**src/rtl/chrono_pkg.sv**
```systemverilog
// Shared state codes, digit limits and time layout for the chronometer time counter.
// Pure definitions: no latency, no flow control.
package chrono_pkg;

   localparam int DIGIT_W  = 4;
   localparam int DISP_W   = 24;
   localparam int N_DIGITS = 6;

   localparam logic [DIGIT_W-1:0] DEC_MAX = 4'd9;
   localparam logic [DIGIT_W-1:0] SEX_MAX = 4'd5;

   typedef enum logic [2:0] {
      ST_ZERO     = 3'd0,
      ST_STOP     = 3'd1,
      ST_RUN      = 3'd2,
      ST_LAP_RUN  = 3'd3,
      ST_LAP_STOP = 3'd4
   } state_t;

   typedef struct packed {
      logic [DIGIT_W-1:0] min_t;
      logic [DIGIT_W-1:0] min_u;
      logic [DIGIT_W-1:0] sec_t;
      logic [DIGIT_W-1:0] sec_u;
      logic [DIGIT_W-1:0] cs_t;
      logic [DIGIT_W-1:0] cs_u;
   } time_bcd_t;

   localparam time_bcd_t TIME_MAX = '{
      min_t: SEX_MAX, min_u: DEC_MAX,
      sec_t: SEX_MAX, sec_u: DEC_MAX,
      cs_t:  DEC_MAX, cs_u:  DEC_MAX
   };

   function automatic logic is_counting(input logic [2:0] s);
      return (s == ST_RUN) || (s == ST_LAP_RUN);
   endfunction

   function automatic logic is_frozen(input logic [2:0] s);
      return (s == ST_LAP_RUN) || (s == ST_LAP_STOP);
   endfunction

   // Codes above ST_LAP_STOP are undefined and treated like ST_ZERO.
   function automatic logic is_clear_state(input logic [2:0] s);
      return (s == ST_ZERO) || (s > ST_LAP_STOP);
   endfunction

endpackage

```
**src/rtl/bcd_digit_counter.sv**
```systemverilog
// One BCD digit counting 0..MAX_DIGIT with synchronous clear and carry-out.
// Digit updates on the edge after inc; carry is combinational; no backpressure.
module bcd_digit_counter
   import chrono_pkg::*;
#(
   parameter logic [DIGIT_W-1:0] MAX_DIGIT = DEC_MAX
) (
   input  logic               clk_in,
   input  logic               rst_in,
   input  logic               clr,
   input  logic               inc,
   output logic [DIGIT_W-1:0] digit,
   output logic               carry
);

   logic at_max;

   // >= keeps an out-of-range value from ever counting further upward.
   assign at_max = (digit >= MAX_DIGIT);
   assign carry  = inc && at_max;

   always_ff @(posedge clk_in) begin
      if (rst_in) begin
         digit <= '0;
      end else if (clr) begin
         digit <= '0;
      end else if (inc) begin
         digit <= at_max ? '0 : digit + 1'b1;
      end
   end

endmodule

```
**src/rtl/chrono_time_counter.sv**
```systemverilog
// Live MM:SS.cc BCD time count with lap-freeze display and update/wrap strobes.
// Display lags live by one cycle; no backpressure. CHRONO_SATURATE_EN: saturate at 59:59.99.
module chrono_time_counter
   import chrono_pkg::*;
#(
   parameter int CLK_FREQ_HZ = 12_000_000,
   parameter int TICK_HZ     = 100
) (
   input  logic              clk_in,
   input  logic              rst_in,
   input  logic [2:0]        state,
   input  logic              reset_pulse,
   output logic [DISP_W-1:0] disp_bcd,
   output logic              running,
   output logic              frozen,
   output logic              disp_update,
   output logic              wrap
);

   localparam int DIV   = CLK_FREQ_HZ / TICK_HZ;
   localparam int PRE_W = (DIV > 1) ? $clog2(DIV) : 1;
   localparam logic [PRE_W-1:0] PRE_LAST = PRE_W'(DIV - 1);

   logic [PRE_W-1:0]                  presc;
   logic                              clear;
   logic                              counting;
   logic                              tick;
   logic                              inc_en;
   logic                              wrap_next;
   logic [N_DIGITS-1:0]               inc;
   logic [N_DIGITS-1:0]               carry;
   logic [N_DIGITS-1:0][DIGIT_W-1:0]  digits;
   time_bcd_t                         live;

   assign clear    = reset_pulse || is_clear_state(state);
   assign counting = is_counting(state) && !clear;
   assign tick     = counting && (presc == PRE_LAST);

   // Prescaler only advances while counting, so a stop keeps the partial tick.
   always_ff @(posedge clk_in) begin
      if (rst_in) begin
         presc <= '0;
      end else if (clear) begin
         presc <= '0;
      end else if (counting) begin
         presc <= (presc == PRE_LAST) ? '0 : presc + 1'b1;
      end
   end

`ifdef CHRONO_SATURATE_EN
   logic at_max;
   logic sat_seen;

   assign at_max    = (live == TIME_MAX);
   assign inc_en    = tick && !at_max;
   assign wrap_next = carry[N_DIGITS-1] || (tick && at_max && !sat_seen);

   always_ff @(posedge clk_in) begin
      if (rst_in) begin
         sat_seen <= 1'b0;
      end else if (clear) begin
         sat_seen <= 1'b0;
      end else if (tick && at_max) begin
         sat_seen <= 1'b1;
      end
   end
`else
   assign inc_en    = tick;
   assign wrap_next = carry[N_DIGITS-1];
`endif

   assign inc[0]            = inc_en;
   assign inc[N_DIGITS-1:1] = carry[N_DIGITS-2:0];
   assign live              = digits;

   bcd_digit_counter #(.MAX_DIGIT(DEC_MAX)) u_cs_u (
      .clk_in(clk_in), .rst_in(rst_in), .clr(clear),
      .inc(inc[0]), .digit(digits[0]), .carry(carry[0])
   );
   bcd_digit_counter #(.MAX_DIGIT(DEC_MAX)) u_cs_t (
      .clk_in(clk_in), .rst_in(rst_in), .clr(clear),
      .inc(inc[1]), .digit(digits[1]), .carry(carry[1])
   );
   bcd_digit_counter #(.MAX_DIGIT(DEC_MAX)) u_sec_u (
      .clk_in(clk_in), .rst_in(rst_in), .clr(clear),
      .inc(inc[2]), .digit(digits[2]), .carry(carry[2])
   );
   bcd_digit_counter #(.MAX_DIGIT(SEX_MAX)) u_sec_t (
      .clk_in(clk_in), .rst_in(rst_in), .clr(clear),
      .inc(inc[3]), .digit(digits[3]), .carry(carry[3])
   );
   bcd_digit_counter #(.MAX_DIGIT(DEC_MAX)) u_min_u (
      .clk_in(clk_in), .rst_in(rst_in), .clr(clear),
      .inc(inc[4]), .digit(digits[4]), .carry(carry[4])
   );
   bcd_digit_counter #(.MAX_DIGIT(SEX_MAX)) u_min_t (
      .clk_in(clk_in), .rst_in(rst_in), .clr(clear),
      .inc(inc[5]), .digit(digits[5]), .carry(carry[5])
   );

   // Display hold uses the registered lap decode, so the frozen value is live at the transition cycle.
   always_ff @(posedge clk_in) begin
      if (rst_in) begin
         running     <= 1'b0;
         frozen      <= 1'b0;
         disp_bcd    <= '0;
         disp_update <= 1'b0;
         wrap        <= 1'b0;
      end else begin
         running <= is_counting(state);
         frozen  <= is_frozen(state);
         wrap    <= wrap_next;
         if (!frozen) begin
            disp_bcd    <= live;
            disp_update <= (live != disp_bcd);
         end else begin
            disp_update <= 1'b0;
         end
      end
   end

endmodule

```
**config.mk**
```make
export PLATFORM = sky130hd
export DESIGN_NAME = chrono_time_counter
export DESIGN_NICKNAME = d
export VERILOG_FILES = /design/src/rtl/chrono_pkg.sv /design/src/rtl/bcd_digit_counter.sv /design/src/rtl/chrono_time_counter.sv
export SDC_FILE = /design/constraint.sdc
export NUM_CORES = 1
export LEC_CHECK = 0
export BUFFER_PORTS_ARGS = -buffer_cell sky130_fd_sc_hd__buf_2
export CAP_MARGIN = 20
export CORE_AREA = 2 2 88 90
export CTS_CLUSTER_DIAMETER = 200
export DETAILED_ROUTE_END_ITERATION = 10
export DIE_AREA = 0 0 90 92
export GPL_TIMING_DRIVEN = 0
export PLACE_DENSITY_LB_ADDON = 0.15
export SYNTH_ARGS = -nofsm -noshare
export SYNTH_HDL_FRONTEND = slang
export SYNTH_SLANG_ARGS = --single-unit
```
**constraint.sdc**
```tcl
create_clock -name clk_in -period 5.21 [get_ports clk_in]
set_clock_uncertainty 0.1 [all_clocks]
set_input_delay 0.2605 -clock clk_in [delete_from_list [all_inputs] [get_ports clk_in]]
set_output_delay 0.2605 -clock clk_in [all_outputs]
set_load 0.01 [all_outputs]
```
==> key figures, run 1 <==
Timing
  • Total negative slack: 0 ns
  • Period minus WS final: 3.03 ns
  • Max-slew violations: 0
  • Setup ws final: roughly 2.2 ns
  • RSZ-0062 raised after global routing: false
  • Tcrit/Tclk final: around three fifths
  • Max-slew headroom: 27.8%
  • Hold Slack: 0.100 ns
  • Setup Viol. Count Final: 0
  • Fmax: approximately 0.33 GHz
  • Slew @ Worst Pin: roughly 1.1 ns
  • Hold Violations, Final: 0

Global route
  • First-pass GRT wire length: 13000 um
  • GRT overflow: 0
  • Largest net degree at the start of global routing: 11
  • Initial antenna violation count: 0
  • Vias in the first global route: between 2000 and 3000
  • Total Routing Usage GR: between 20% and 30%

Route
  • # DRC: 0
  • WL final: roughly 8000 um
  • Post-DRT Antenna Nets: 0
  • Vias: roughly 2900
  • Post-DR wirelength/cell: around 15 um
  • First-pass DRT Iterations: 4
  • Initial DRC count: 151
  • Via density: 5.30

Clocking
  • Max clock buf depth: 2
  • # clock sinks: 69
  • CTS Buf Count: 9
  • Max H-tree Level: 3
  • Hold-fix buffers, CTS: 0
  • Post-cts gate resize count: 0
  • Clock transition at path regs: around 0.070 ns
  • CTS tree: built
  • CTS root buf: clkbuf_8
  • Clk Latency, worst-skew pair: 0.34 ns
  • Post-CTS setup buffer count: 0

Synthesis
  • Syn nets: 420
  • Syn Area/Cell: ~8.8 um^2
  • Mux cell area share after synthesis: under 10%
  • Distinct cells, synth: 42
  • Simple-Gate Fraction of Synth Area: about 23%
  • Mapped cell area: between 0.003 and 0.004 mm^2
  • Leading area contributor after synthesis: dfxtp_1
  • Adder-Cell Fraction of Synth Area: about 6.9%
  • XOR/XNOR Fraction of Synth Area: approximately a tenth
  • Compound-Gate Fraction of Synth Area: 9.19%
  • Top cells by area, synth: dfxtp_1 40%, mux2i_1 6.9%, ha_1 6.9%, xnor2_1 6.8%, nor2_1 6.1%
  • Seq/Total Area, Yosys: between 30% and 40%
  • Number of synthesis warnings: 0
  • Largest family of logic cells by synthesized area: simple AND/OR/NAND/NOR gates
  • Synth Instances: just under 400
  • Post-synthesis sequential element count: 69
  • Post-synth top area share: between 30% and 40%

Finish
  • Design Area, Final: about 0.004 mm^2
  • Nets: ~460
  • Layout cell share with drive strength beyond 1: around 12%
  • N_diodes: 0
  • Fin util: between 50% and 60%
  • P&R area growth vs syn: 13.6%
  • Non-Filler Instances: ~550

Worst setup path
  • Reg2Reg Depth: 6
  • CP most frequent cell: nand4_1
  • Worst R2R End: u_min_u.digit[0]
  • Flop2flop setup slack: 2.18 ns
  • Setup crit end kind: flop
  • Worst setup SP type: flop
  • Crit path largest cell delay: between 0.7 and 0.8 ns
  • WP data arrival: about 3.2 ns
  • Slowest-stage cell, CP: nor4_1
  • Critical-path cell list: nor4bb_1 -> nand4_1 -> nor4_1 -> clkbuf_1 -> nand4_1 -> a21oi_1
  • Required @ worst endpoint: around 5.4 ns
  • Worst-path fanout max: 10
  • Worst R2R Start: presc[12]
  • CP Class: reg -> reg

Die
  • Top Ports: 34
  • Starting Density: 46.4%
  • Rows: 32
  • Die Ht: 92 um
  • Core Box Area: between 0.007 and 0.008 mm^2
  • Die X: 90 um
  • Full die area: 0.00828 mm^2

Place
  • DP Worst Slack: around 2.3 ns
  • IO buf count: 33
  • Placed insts: 530
  • Placer Congestion: between 0.8 and 0.9
  • DPL Wire Length: 5860 um
  • Placed cell areas: between 0.003 and 0.004 mm^2

Pwr
  • Pwr/cell area: between 200 and 250 mW/mm^2
  • Tot Pwr: around 0.96 mW
  • Peak VDD IR: 127 uV
  • Leak pwr: ~1.5 nW

Min path
  • WHS Endpoint: running
  • Min-delay worst type: in -> reg
  • Worst Hold Launch: state[2]
  • Hold depth: 2

Flow run
  • Max Cap Viol: 0

Run status
  • Status: complete, no violations
[worst max-delay path, delay by kind of cell, from the launching register on]
family	cells	cell delay, ns
and+or+nand+nor	4	1.75
buffers and inverters	1	0.51
DFF	1	0.41
AOI/OAI and AO/OA	1	0.19
[per-layer routing]
layer  track usage, %  vias up  routed length (um)
li1                 -     1459                   -
met1             26.1     1368                3740
met2             32.1       52                3770
met3             3.62       10                 345
met4             10.3        0                 139
met5                0        -                   0
[worst max path at each step]
stage / from / endpoint / cells after the start
floorplan: presc[0] / u_min_t.digit[2] / 8
global placement: presc[0] / u_min_u.digit[1] / 8
detailed placement: presc[0] / u_min_u.digit[0] / 8
CTS: presc[0] / u_min_u.digit[0] / 8
global route: presc[12] / u_min_u.digit[0] / 6
finish: presc[12] / u_min_u.digit[0] / 6
[flip-flops by register name, summed over array words and instances, names as in the netlist]
name and flops:
frozen 1, u_sec_t.digit 4, u_sec_u.digit 4, u_cs_t.digit 4, wrap 1, u_min_u.digit 4, u_cs_u.digit 4, disp_update 1
disp_bcd 24, u_min_t.digit 4, presc 17, running 1
[layout make-up]
| type | count | area, um^2 |
|---|---|---|
| fill | 757 | 3520 |
| clock inverter | 1 | 5.00 |
| clock buffer | 14 | 173 |
| timing repair buffer | 33 | 165 |
| buffer | 16 | 70.1 |
| tap | 102 | 128 |
| multi-input combinational | 292 | 1940 |
| inverter | 18 | 67.6 |
| sequential | 69 | 1380 |
[cells in the final DEF, fill, tap and decap left out, drive strengths merged, types with 2 or more instances in the layout]
master and n:
dfxtp 69, nor2 56, buf 36, a21oi 28, xnor2 27, clkbuf 27
mux2i 24, nand2 22, ha 19, inv 18, nand4 17, nand3 13
xor2 13, o21ai 11, nor4 10, nor3 6, o31ai 6, nand2b 6
and3 5, or4 5, nand4b 4, nor2b 2, a41oi 2, nor3b 2
[synth_stat cells]
cell,instances
nand4b_1,4
and2_1,1
inv_1,18
a211oi_1,1
a41oi_1,2
a21bo_2,1
o31a_1,1
and3_1,4
nand3b_1,1
a21o_1,1
clkbuf_1,13
nor3b_2,1
o21a_1,1
buf_2,2
a311oi_1,1
o21ai_0,11
o31ai_1,6
buf_6,1
and4_1,1
dfxtp_1,69
or3b_2,1
nor4bb_1,1
nand2_1,22
a21oi_1,28
nand3_1,13
nand2b_1,6
or3_1,1
nor2b_1,2
and3_2,1
xor2_1,13
mux2i_1,24
o211a_1,1
xnor2_1,27
nor3b_1,1
nor4_1,10
or4_4,1
nor2_1,56
ha_1,19
nor3_1,6
or4_1,4
nor4b_1,1
nand4_1,17
[cells by family (layout without fill, tap and decap cells)]
kind of cell	after synthesis	count (layout)
and+or+nand+nor	155	155
DFF	69	69
AOI/OAI and AO/OA	54	54
xor gates and xnor gates	40	40
buffers and inverters	34	82
muxes	24	24
adders and majority gates	19	19
[power by group]
| group | total [mW] | internal (mW) | switching (mW) |
|---|---|---|---|
| clock | 0.401 | 0.209 | 0.192 |
| combinational | 0.0290 | 0.00907 | 0.0199 |
| sequential | 0.528 | 0.528 | 0.000342 |
Note: power is estimated with default switching activity, not from simulation.
==> run 2, diff against run 1 <==
--- a/config.mk
+++ b/config.mk
@@ -5,12 +5,13 @@
 export SDC_FILE = /design/constraint.sdc
 export NUM_CORES = 1
 export LEC_CHECK = 0
+export ABC_AREA = 1
 export BUFFER_PORTS_ARGS = -buffer_cell sky130_fd_sc_hd__buf_2
 export CAP_MARGIN = 20
-export CORE_AREA = 2 2 88 90
+export CORE_AREA = 2 2 89 91
 export CTS_CLUSTER_DIAMETER = 200
 export DETAILED_ROUTE_END_ITERATION = 10
-export DIE_AREA = 0 0 90 92
+export DIE_AREA = 0 0 91 93
 export GPL_TIMING_DRIVEN = 0
 export PLACE_DENSITY_LB_ADDON = 0.15
 export SYNTH_ARGS = -nofsm -noshare
==> constraint.sdc (replaced) <==
create_clock -name clk_in -period 3.1 [get_ports clk_in]
set_clock_uncertainty 0.1 [all_clocks]
set_input_delay 0.155 -clock clk_in [delete_from_list [all_inputs] [get_ports clk_in]]
set_output_delay 0.155 -clock clk_in [all_outputs]
set_load 0.01 [all_outputs]
==> run 2 against run 1 <==
Against the previous run:
- critical endpoint is now u_sec_t.digit[1]
- critical path depth up 2
- core utilization up 0.12 points
- global-route usage down 0.24 points
- highest routed layer unchanged
- die area up 2.2%
==> key figures, run 2 <==
Finish
  • FILL cells: 807 (+6.6%)
  • Non-Filler Instances: 622 (+14%)
  • Design Area, Final: 0.00398 mm^2 (+1.3%)
  • Top reg by flops: disp_bcd
  • Layout cell share with drive strength beyond 1: 14.2% (+2.0 points)
  • Max FFs per register: 24 (unchanged)
  • Most frequent cells in the layout: 69 x dfxtp_1, 63 x nand2_1, 61 x inv_1
  • Top Registers: disp_bcd: 24 flops, presc: 17 flops
  • Most common cell after layout, fill and taps aside: dfxtp_1
  • P&R area growth vs syn: 13.1%
  • Nets: 541 (+17%)
  • N_diodes: 0 (unchanged)

Worst setup path
  • Critical-path cell list: inv_1 -> ha_1 -> a21oi_2 -> nand4_4 -> nor2_4 -> nand2_1 -> nand2_1 -> o21ai_0
  • Worst-path fanout max: 6 (-4)
  • CP Class: reg -> reg
  • Crit path largest cell delay: 0.43 ns (-0.34 ns)
  • CP bufs+invs: 1 (unchanged)
  • WP data arrival: 2.13 ns (-1.07 ns)
  • CP most frequent cell: nand2_1
  • Required @ worst endpoint: 3.22 ns (-2.15 ns)
  • Setup crit end kind: flop
  • Worst setup SP type: flop
  • Slowest-stage cell, CP: dfxtp_1
  • Worst path depth: 8 (+2)
  • Critical path's top delay family: simple AND/OR/NAND/NOR gates
  • Worst R2R End: u_sec_t.digit[1]
  • Flop2flop setup slack: 1.09 ns (-1.09 ns)
  • Reg2Reg Depth: 8 (+2)
  • Worst R2R Start: u_cs_u.digit[0]

Route
  • Initial DRC count: 91 (-40%)
  • First-pass DRT Iterations: 4 (unchanged)
  • Post-DR wirelength/cell: 12.8 um (-13%)
  • # DRC: 0 (unchanged)
  • Vias: 3129 (+8.3%)
  • Post-DRT Antenna Nets: 0 (unchanged)
  • Via density: 5.03 (-5.1%)
  • WL final: 7960 um (-0.43%)

Timing
  • RSZ-0062 raised after global routing: false
  • Max-slew violations: 0 (unchanged)
  • Hold Violations, Final: 0 (unchanged)
  • Period minus WS final: 2.01 ns (-1.02 ns)
  • Total negative slack: 0 ns (unchanged)
  • Setup Viol. Count Final: 0 (unchanged)
  • Fmax: 0.497 GHz (+51%)
  • Setup ws final: 1.09 ns (-1.09 ns)
  • Slew @ Worst Pin: 0.711 ns (-0.363 ns)
  • Tcrit/Tclk final: 64.9% (+6.6 points)
  • Max-slew headroom: 52.6% (+25 points)

Die
  • Die X: 91 um (+1.1%)
  • Top Ports: 34 (unchanged)
  • Rows: 32 (unchanged)
  • Starting Density: 46.7% (+0.30 points)
  • Die Ht: 93 um (+1.1%)
  • Core Box Area: 0.00753 mm^2 (+1.1%)
  • Full die area: 0.00846 mm^2 (+2.2%)

Min path
  • Worst Hold Launch: state[2]
  • WHS Endpoint: frozen
  • Min-delay worst type: in -> reg
  • Hold depth: 3 (+1)

Global route
  • Vias in the first global route: 2951 (+12%)
  • Largest net degree at the start of global routing: 11 (unchanged)
  • Total Routing Usage GR: 19.8% (-0.24 points)
  • GRT overflow: 0 (unchanged)
  • First-pass GRT wire length: 13600 um (+5.0%)
  • Initial antenna violation count: 0 (unchanged)

Clocking
  • CTS Buf Count: 9 (unchanged)
  • Max H-tree Level: 3 (unchanged)
  • CTS root buf: clkbuf_8
  • Clock transition at path regs: 0.07 ns (about the same)
  • Post-CTS setup buffer count: 0 (unchanged)
  • CTS tree: built
  • Post-cts gate resize count: 0 (unchanged)
  • Clk Latency, worst-skew pair: 0.34 ns (about the same)
  • # clock sinks: 69 (unchanged)
  • Max clock buf depth: 2 (unchanged)

Place
  • Placed cell areas: 0.00381 mm^2 (+1.6%)
  • DP Worst Slack: 1.09 ns (-1.19 ns)
  • IO buf count: 33 (unchanged)
  • Placer Congestion: 0.840 (+2.6%)
  • DPL Wire Length: 6020 um (+2.7%)
  • Placed insts: 606 (+14%)

Synthesis
  • Synth Instances: 471 (+19%)
  • Number of synthesis warnings: 0 (unchanged)
  • Number of flops mapped to enable cells by yosys: 0 (unchanged)
  • Leading area contributor after synthesis: dfxtp_1
  • Syn nets: 496 (+18%)
  • Most frequent cells after synthesis: 69 x dfxtp_1, 63 x nand2_1, 61 x inv_1
  • Mapped cell area: 0.00352 mm^2 (+1.7%)
  • Synth Flop Type: dfxtp_1
  • Post-synth top area share: 39.3% (-0.68 points)
  • Asr flop ratio synth: 0% (unchanged)
  • Top-count cell post-synth: dfxtp_1
  • Post-synthesis sequential element count: 69 (unchanged)
  • Distinct cells, synth: 31 (-26%)
  • Syn Area/Cell: 7.47 um^2 (-15%)
  • Top cells by area, synth: dfxtp_1 39%, ha_1 6.8%, nand2_1 6.7%, a21oi_1 6.5%, inv_1 6.5%
  • Seq/Total Area, Yosys: 39.3% (-0.68 points)

Pwr
  • Peak VDD IR: 234 uV (+84%)
  • Pwr/cell area: 410 mW/mm^2 (+68%)
  • Leak pwr: 1.71 nW (+16%)
  • Tot Pwr: 1.63 mW (+70%)

Run status
  • Status: complete, no violations

Flow run
  • Max Cap Viol: 0 (unchanged)
[run 2: cell count changes in the layout (fill, tap and decap cells not counted), moves of 18 or more]
cell and delta:
inv_1 +43, o21ai_0 +27, nand2_1 +41, mux2i_1 -24
a21oi_1 +18
[run 2: what timing repair did]
item                                    in CTS  in global routing
hold buffers                                 1                  0
endpoints found under the setup margin       0                  0
hold endpoints to repair                     3                  0
[run 2: layout make-up]
cell class	instances	area (um^2)	area share, %
sequential	69	1380	34.7
buffer	8	31.3	0.786
tap	102	128	3.21
clock inverter	2	10.0	0.252
clock buffer	13	149	3.74
timing repair buffer	34	175	4.40
multi-input combinational	325	1850	46.4
inverter	69	259	6.51
[run 2: worst max path at each step]
stage,endpoint,from,slack [ns]
2_1_floorplan,u_sec_t.digit[0],u_cs_u.digit[0],1.34
6_report,u_sec_t.digit[1],u_cs_u.digit[0],1.09
3_3_place_gp,u_min_u.digit[3],u_cs_t.digit[0],1.08
3_5_place_dp,u_min_t.digit[1],u_cs_t.digit[0],1.09
4_1_cts,u_min_t.digit[1],u_cs_u.digit[0],1.08
5_1_grt,u_min_t.digit[0],u_cs_t.digit[0],0.93
[run 2: cell families (layout without fill, tap and decap cells)]
family,after synthesis,after routing,share of synthesized area [%]
AOI/OAI and AO/OA,93,93,13.6
xor gates and xnor gates,23,23,5.73
adders and majority gates,19,19,6.76
buffers and inverters,77,126,8.25
DFF,69,69,39.3
and+or+nand+nor,190,190,26.4
[run 2: routing by layer]
layer | wire [um] | track usage [%]
met4 | 134 | 6.82
met2 | 3540 | 32.1
met5 | 0 | 0
met1 | 3960 | 26.3
met3 | 331 | 4.35
[run 2: worst min-delay path: stages]
cell and delay, ns:
buf_2 0.11, nand2_1 0.08, a21oi_1 0.07
[run 2: stage by stage]
stage               util, %  hold slack, ns
floorplan                 -           0.124
global placement       50.6           0.344
detailed placement     50.6           0.321
CTS                    52.9          0.0309
global route           52.9          0.0400
finish                 52.9          0.0289
[run 2: report_power, final]
group          internal [mW]  switching, mW
registers              0.899        0.00903
logic                 0.0347         0.0642
clock network          0.307          0.319
total                   1.24          0.392
